[config.mk]
export PLATFORM = sky130hd
export DESIGN_NAME = div3_rr_scheduler_flat
export DESIGN_NICKNAME = d
export VERILOG_FILES = /design/src/rtl/div3_rr_scheduler_if.sv /design/src/rtl/div3_rr_scheduler.sv /design/src/flat_wrapper.sv
export SDC_FILE = /design/constraint.sdc
export NUM_CORES = 1
export LEC_CHECK = 0
export BUFFER_PORTS_ARGS = -buffer_cell sky130_fd_sc_hd__buf_2
export CELL_PAD_IN_SITES_DETAIL_PLACEMENT = 0
export CELL_PAD_IN_SITES_GLOBAL_PLACEMENT = 2
export CORE_MARGIN = 2
export CORE_UTILIZATION = 27
export DETAILED_ROUTE_END_ITERATION = 10
export PLACE_DENSITY = 0.82
export SLEW_MARGIN = 30
export SYNTH_ARGS = -nofsm -noshare
export SYNTH_HDL_FRONTEND = slang
export SYNTH_SLANG_ARGS = --single-unit
[constraint.sdc]
create_clock -name clk -period 1.7 [get_ports clk]
set_input_delay 0.34 -clock clk [delete_from_list [all_inputs] [get_ports clk]]
set_output_delay 0.34 -clock clk [all_outputs]
set_load 0.05 [all_outputs]
[src/rtl/div3_rr_scheduler_if.sv]
// Request/result bundle for the shared mod-3 engine: per-requester valid/ready/data
// in, one valid/ready result port out.
interface div3_rr_scheduler_if #(
    parameter int unsigned NREQ  = 4,
    parameter int unsigned WIDTH = 8
);
    localparam int unsigned IDW = (NREQ > 1) ? $clog2(NREQ) : 1;

    logic [NREQ-1:0]       req_valid;
    logic [NREQ*WIDTH-1:0] req_data;
    logic [NREQ-1:0]       req_ready;
    logic                  res_valid;
    logic                  res_ready;
    logic [IDW-1:0]        res_id;
    logic [1:0]            res_rem;
    logic                  res_div3;

    modport master (
        output req_valid, req_data, res_ready,
        input  req_ready, res_valid, res_id, res_rem, res_div3
    );

    modport slave (
        input  req_valid, req_data, res_ready,
        output req_ready, res_valid, res_id, res_rem, res_div3
    );
endinterface

[src/rtl/div3_rr_scheduler.sv]
// Round-robin arbiter in front of a single bit-serial mod-3 engine; the granted word
// is shifted MSB-first and its remainder is returned with the owner's ID.
module div3_rr_scheduler #(
    parameter int unsigned NREQ  = 4,
    parameter int unsigned WIDTH = 8
) (
    input  logic                clk,
    input  logic                resetn,
    div3_rr_scheduler_if.slave  bus,
    output logic                busy
);
    localparam int unsigned IDW = (NREQ > 1) ? $clog2(NREQ) : 1;
    localparam int unsigned CW  = $clog2(WIDTH + 1);

    typedef enum logic [1:0] {IDLE, SHIFT, DONE} state_t;

    state_t           state_q, state_d;
    logic [WIDTH-1:0] shreg_q, shreg_d;
    logic [1:0]       rem_q, rem_d;
    logic [CW-1:0]    cnt_q, cnt_d;
    logic [IDW-1:0]   last_q, last_d;
    logic [IDW-1:0]   id_q, id_d;
    logic             valid_q, valid_d;
    logic [1:0]       res_rem_q, res_rem_d;
    logic             div3_q, div3_d;

    logic             found;
    logic [IDW-1:0]   gnt;
    logic [1:0]       rem_nxt;

    // First valid requester after the last grant, wrapping modulo NREQ.
    always_comb begin : arb
        int unsigned idx;
        found = 1'b0;
        gnt   = '0;
        idx   = 0;
        for (int unsigned k = 1; k <= NREQ; k++) begin
            idx = (32'(last_q) + k) % NREQ;
            if (!found && bus.req_valid[idx]) begin
                found = 1'b1;
                gnt   = IDW'(idx);
            end
        end
    end

    // rem' = (2*rem + bit) mod 3 as a 2-bit state transition.
    always_comb begin
        rem_nxt = 2'd0;
        case ({rem_q, shreg_q[WIDTH-1]})
            3'b000:  rem_nxt = 2'd0;
            3'b001:  rem_nxt = 2'd1;
            3'b010:  rem_nxt = 2'd2;
            3'b011:  rem_nxt = 2'd0;
            3'b100:  rem_nxt = 2'd1;
            3'b101:  rem_nxt = 2'd2;
            default: rem_nxt = 2'd0;
        endcase
    end

    always_comb begin
        bus.req_ready = '0;
        if (state_q == IDLE && found) bus.req_ready[gnt] = 1'b1;
    end

    always_comb begin
        state_d   = state_q;
        shreg_d   = shreg_q;
        rem_d     = rem_q;
        cnt_d     = cnt_q;
        last_d    = last_q;
        id_d      = id_q;
        valid_d   = valid_q;
        res_rem_d = res_rem_q;
        div3_d    = div3_q;
        case (state_q)
            IDLE: begin
                if (found) begin
                    shreg_d = bus.req_data[32'(gnt)*WIDTH +: WIDTH];
                    rem_d   = 2'd0;
                    cnt_d   = CW'(WIDTH);
                    id_d    = gnt;
                    last_d  = gnt;
                    state_d = SHIFT;
                end
            end
            SHIFT: begin
                rem_d   = rem_nxt;
                shreg_d = {shreg_q[WIDTH-2:0], 1'b0};
                cnt_d   = cnt_q - CW'(1);
                if (cnt_q == CW'(1)) begin
                    res_rem_d = rem_nxt;
                    div3_d    = (rem_nxt == 2'd0);
                    valid_d   = 1'b1;
                    state_d   = DONE;
                end
            end
            DONE: begin
                if (bus.res_ready) begin
                    valid_d = 1'b0;
                    state_d = IDLE;
                end
            end
            default: state_d = IDLE;
        endcase
    end

    always_ff @(posedge clk) begin
        if (!resetn) begin
            state_q   <= IDLE;
            shreg_q   <= '0;
            rem_q     <= 2'd0;
            cnt_q     <= '0;
            last_q    <= IDW'(NREQ - 1);
            id_q      <= '0;
            valid_q   <= 1'b0;
            res_rem_q <= 2'd0;
            div3_q    <= 1'b0;
        end else begin
            state_q   <= state_d;
            shreg_q   <= shreg_d;
            rem_q     <= rem_d;
            cnt_q     <= cnt_d;
            last_q    <= last_d;
            id_q      <= id_d;
            valid_q   <= valid_d;
            res_rem_q <= res_rem_d;
            div3_q    <= div3_d;
        end
    end

    assign bus.res_valid = valid_q;
    assign bus.res_id    = id_q;
    assign bus.res_rem   = res_rem_q;
    assign bus.res_div3  = div3_q;
    assign busy          = (state_q != IDLE);
endmodule

[src/flat_wrapper.sv]
// flat-port wrapper written by rule: the top's interface ports become plain ports
module div3_rr_scheduler_flat 
#(
    parameter int unsigned NREQ  = 4,
    parameter int unsigned WIDTH = 8
)
  (clk, resetn, busy, bus_req_valid, bus_req_data, bus_res_ready, bus_req_ready, bus_res_valid, bus_res_id, bus_res_rem, bus_res_div3);
  div3_rr_scheduler_if #(.NREQ(NREQ), .WIDTH(WIDTH)) bus_i ();
  input  logic clk;
  input  logic resetn;
  output logic busy;
  input wire logic [$bits(bus_i.req_valid)-1:0] bus_req_valid;
  input wire logic [$bits(bus_i.req_data)-1:0] bus_req_data;
  input wire logic [$bits(bus_i.res_ready)-1:0] bus_res_ready;
  output wire logic [$bits(bus_i.req_ready)-1:0] bus_req_ready;
  output wire logic [$bits(bus_i.res_valid)-1:0] bus_res_valid;
  output wire logic [$bits(bus_i.res_id)-1:0] bus_res_id;
  output wire logic [$bits(bus_i.res_rem)-1:0] bus_res_rem;
  output wire logic [$bits(bus_i.res_div3)-1:0] bus_res_div3;
  assign bus_i.req_valid = bus_req_valid;
  assign bus_i.req_data = bus_req_data;
  assign bus_i.res_ready = bus_res_ready;
  assign bus_req_ready = bus_i.req_ready;
  assign bus_res_valid = bus_i.res_valid;
  assign bus_res_id = bus_i.res_id;
  assign bus_res_rem = bus_i.res_rem;
  assign bus_res_div3 = bus_i.res_div3;
  div3_rr_scheduler #(.NREQ(NREQ), .WIDTH(WIDTH)) u_core (.clk(clk), .resetn(resetn), .bus(bus_i), .busy(busy));
endmodule
==> metrics.txt <==
final setup fails=5; CTS clk-pin slew, worst paths=0.08 ns; crit path time final=1.89 ns; setup ws final=-0.192 ns; fin cells=307; failing checks=setup timing; Setup Total Neg Slack=-0.741 ns; most common cell in the synthesized netlist=dfxtp_1; fraction of layout cells with a size suffix above 1=50.6%; Max stage delay on crit path=approximately 0.39 ns; post-route ant nets=0; GR Util met2=about 21%; multiplexer share of the synthesized area=roughly 12%; hold crit path type=in -> reg; Initial Util=roughly 28%; Crit Path Category=reg -> out; Critical Path Fanout Max=6; vias=1414; cell area after layout=2150 um2; Inst Count DP=302; Peak supply drop=0.000298 V; Final nets=280; # diodes=0; initial antenna violation count=0; IO Port Bufs=between 40 and 50; Root Driver=clkbuf_8; Syn Inst Count=about 170; Synth Area in Compound Gates=21.9%; number of global-route vias before repair=1374; I/O pins=50; DRC viols=0; Critical Path, Cell by Cell=and2b_2 -> o31a_1 -> nor3_4 -> buf_6; CTS HTree Levels=1; largest net degree at the start of global routing=17; Total GRT Usage=12.8%; r2r setup slk=-0.01 ns; number of synthesis warnings=0; slew at the pin with the worst max-slew slack=about 0.46 ns; post-layout util=42.4%; worst-skew pair later-pin latency=0.26 ns; CTS tree=yes; final hold violations=0; Clock Skews=approximately 0.0022 ns; Reg2Reg Depth=8; Synth area leader=dfxtp_1; grt met1 use=17.3%; endpoint class of the critical path=output port; Synth top area share=34.3%; EDFF count, synth=0; pwr dens=764 nW/um2; die height=76.1 um; hold path depth=4; first-pass GRT wire length=approximately 6300 um; worst hold path startpoint=bus_res_ready; core area=5070 um2; GPL Wtd Cong=0.739; Syn-to-layout area delta=53.5%; WL final=3610 um; Main synth FF type=dfxtp_1; Synth area leaders=dfxtp_1, mux2i_1, nor2_1; routed len/inst=~12 um; Worst path slowest cell=dfxtp_4; flops & latches, synth=24; library cells used by synthesis=40; Post-Synth XOR/XNOR Area=1.25%; remaining global-route overflow=0; initial drt markers=56; largest family of logic cells by synthesized area=simple AND/OR/NAND/NOR gates; Synth Area in Simple Gates=22.2%; CTS Buf Count=3; fin crit share=111%; Post-synth ARST share=0%; outcome=finished with violations; max-cap viol count=0; Die Wd=76.1 um; RSZ-0062 raised after global routing=yes; final slew viol count=0; sequential share of the synthesized area=34.3%; Setup crit start kind=flop; Arrival @ worst endpoint=1.55 ns; std cell rows=26; Post-DP HPWL=2590 um; die area=~5800 um2; CTS max path bufs=2; Post-synth top cells=dfxtp_1, nor2_1, nand2_1; RR Startpoint=u_core.last_q[1]; GR peak layer=met2; DRT Pass-1 Iters=4; Synth Net Count=approximately 210; Worst R2R End=u_core.shreg_q[0]; fmax=between 500 and 600 MHz; Slew HR=69.6%; P_leak=0.920 nW; Required @ worst endpoint=1.36 ns; GRT met3 Usage=between 2 and 2.5%; cell area after placement=1930 um2; Hold Path Sink=u_core.bus.res_valid; CTS Sinks=24; Post-Syn Area=around 1400 um2; DR vias/cell=4.61; Synth Area per Inst=8.40 um2; post-synthesis adder-cell area fraction=1.78%
-- worst max-delay path by stage --
stage / slack [ns] / start / to
finish: -0.19 / u_core.last_q[1] / bus_req_ready[1]
global placement: -0.13 / bus_req_valid[3] / bus_req_ready[1]
global route: -0.26 / u_core.last_q[1] / bus_req_ready[3]
CTS: -0.24 / u_core.last_q[1] / bus_req_ready[1]
floorplan: -0.15 / u_core.state_q[1] / bus_req_ready[1]
detailed placement: -0.16 / bus_req_valid[3] / bus_req_ready[1]
-- registers in the layout (all words and copies together) (netlist names) --
register,cells
u_core.shreg_q,8
u_core.cnt_q,4
u_core.bus.res_id,2
u_core.bus.res_rem,2
u_core.last_q,2
u_core.rem_q,2
u_core.state_q,2
u_core.bus.res_div3,1
u_core.bus.res_valid,1
-- cells by family after synthesis --
family          after synthesis
simple gates                 64
flops                        24
compound gates               43
mux                          17
buf+inv                      15
fa+ha+maj                     2
xor+xnor                      2
-- cell type report --
| cell class | count | area [um2] |
|---|---|---|
| clock buffers | 3 | 41.3 |
| flip-flops and latches | 24 | 487 |
| multi-input cells | 128 | 1000 |
| well taps | 70 | 87.6 |
| fillers | 527 | 2920 |
| inverters | 5 | 18.8 |
| repair buffers | 77 | 517 |
-- per-stage QoR --
stage          setup slack, ns  hold WS [ns]  total power, W
2_1_floorplan           -0.151         0.449         0.00105
6_report                -0.192         0.353         0.00164
5_1_grt                 -0.263         0.388         0.00174
3_3_place_gp            -0.134         0.451         0.00122
4_1_cts                 -0.235         0.341         0.00162
3_5_place_dp            -0.156         0.451         0.00123
-- routing by layer --
metal  up-vias  wire, um
li1        744         -
met1       636      1760
met2        32      1690
met3         2       149
met4         0        13
met5         -         0
-- critical path: cells and delay by family (launching register included) --
| family | cells | cell delay [ns] |
|---|---|---|
| DFF | 1 | 0.39 |
| and+or+nand+nor | 2 | 0.38 |
| AOI/OAI and AO/OA | 1 | 0.34 |
| buffers and inverters | 1 | 0.17 |
-- cells in the final DEF (no fill, tap or decap), drive strengths merged, types with 2 or more instances in the layout --
cell / instances
a21oi: 13
a22o: 7
a311oi: 2
buf: 77
clkbuf: 3
dfxtp: 24
ha: 2
inv: 5
mux2i: 16
nand2: 17
nand2b: 4
nand3: 6
nand4: 2
nor2: 18
nor2b: 2
nor3: 5
nor3b: 2
o21ai: 5
o221ai: 7
or2: 3
xnor2: 2
-- power breakdown --
group	internal, W	switching (W)	total (W)
registers	0.000618	0.0000425	0.000661
logic	0.000315	0.000338	0.000653
clock network	0.000158	0.000173	0.000331
-- repair_timing --
item | 4_1_cts | 5_1_grt
endpoints found under the setup margin | 11 | 12
buffers inserted | 3 | 0
resized for setup | 22 | 19
hold buffers | 0 | 0
pin swaps | 8 | 5
Power figures use the tool's default switching activity.
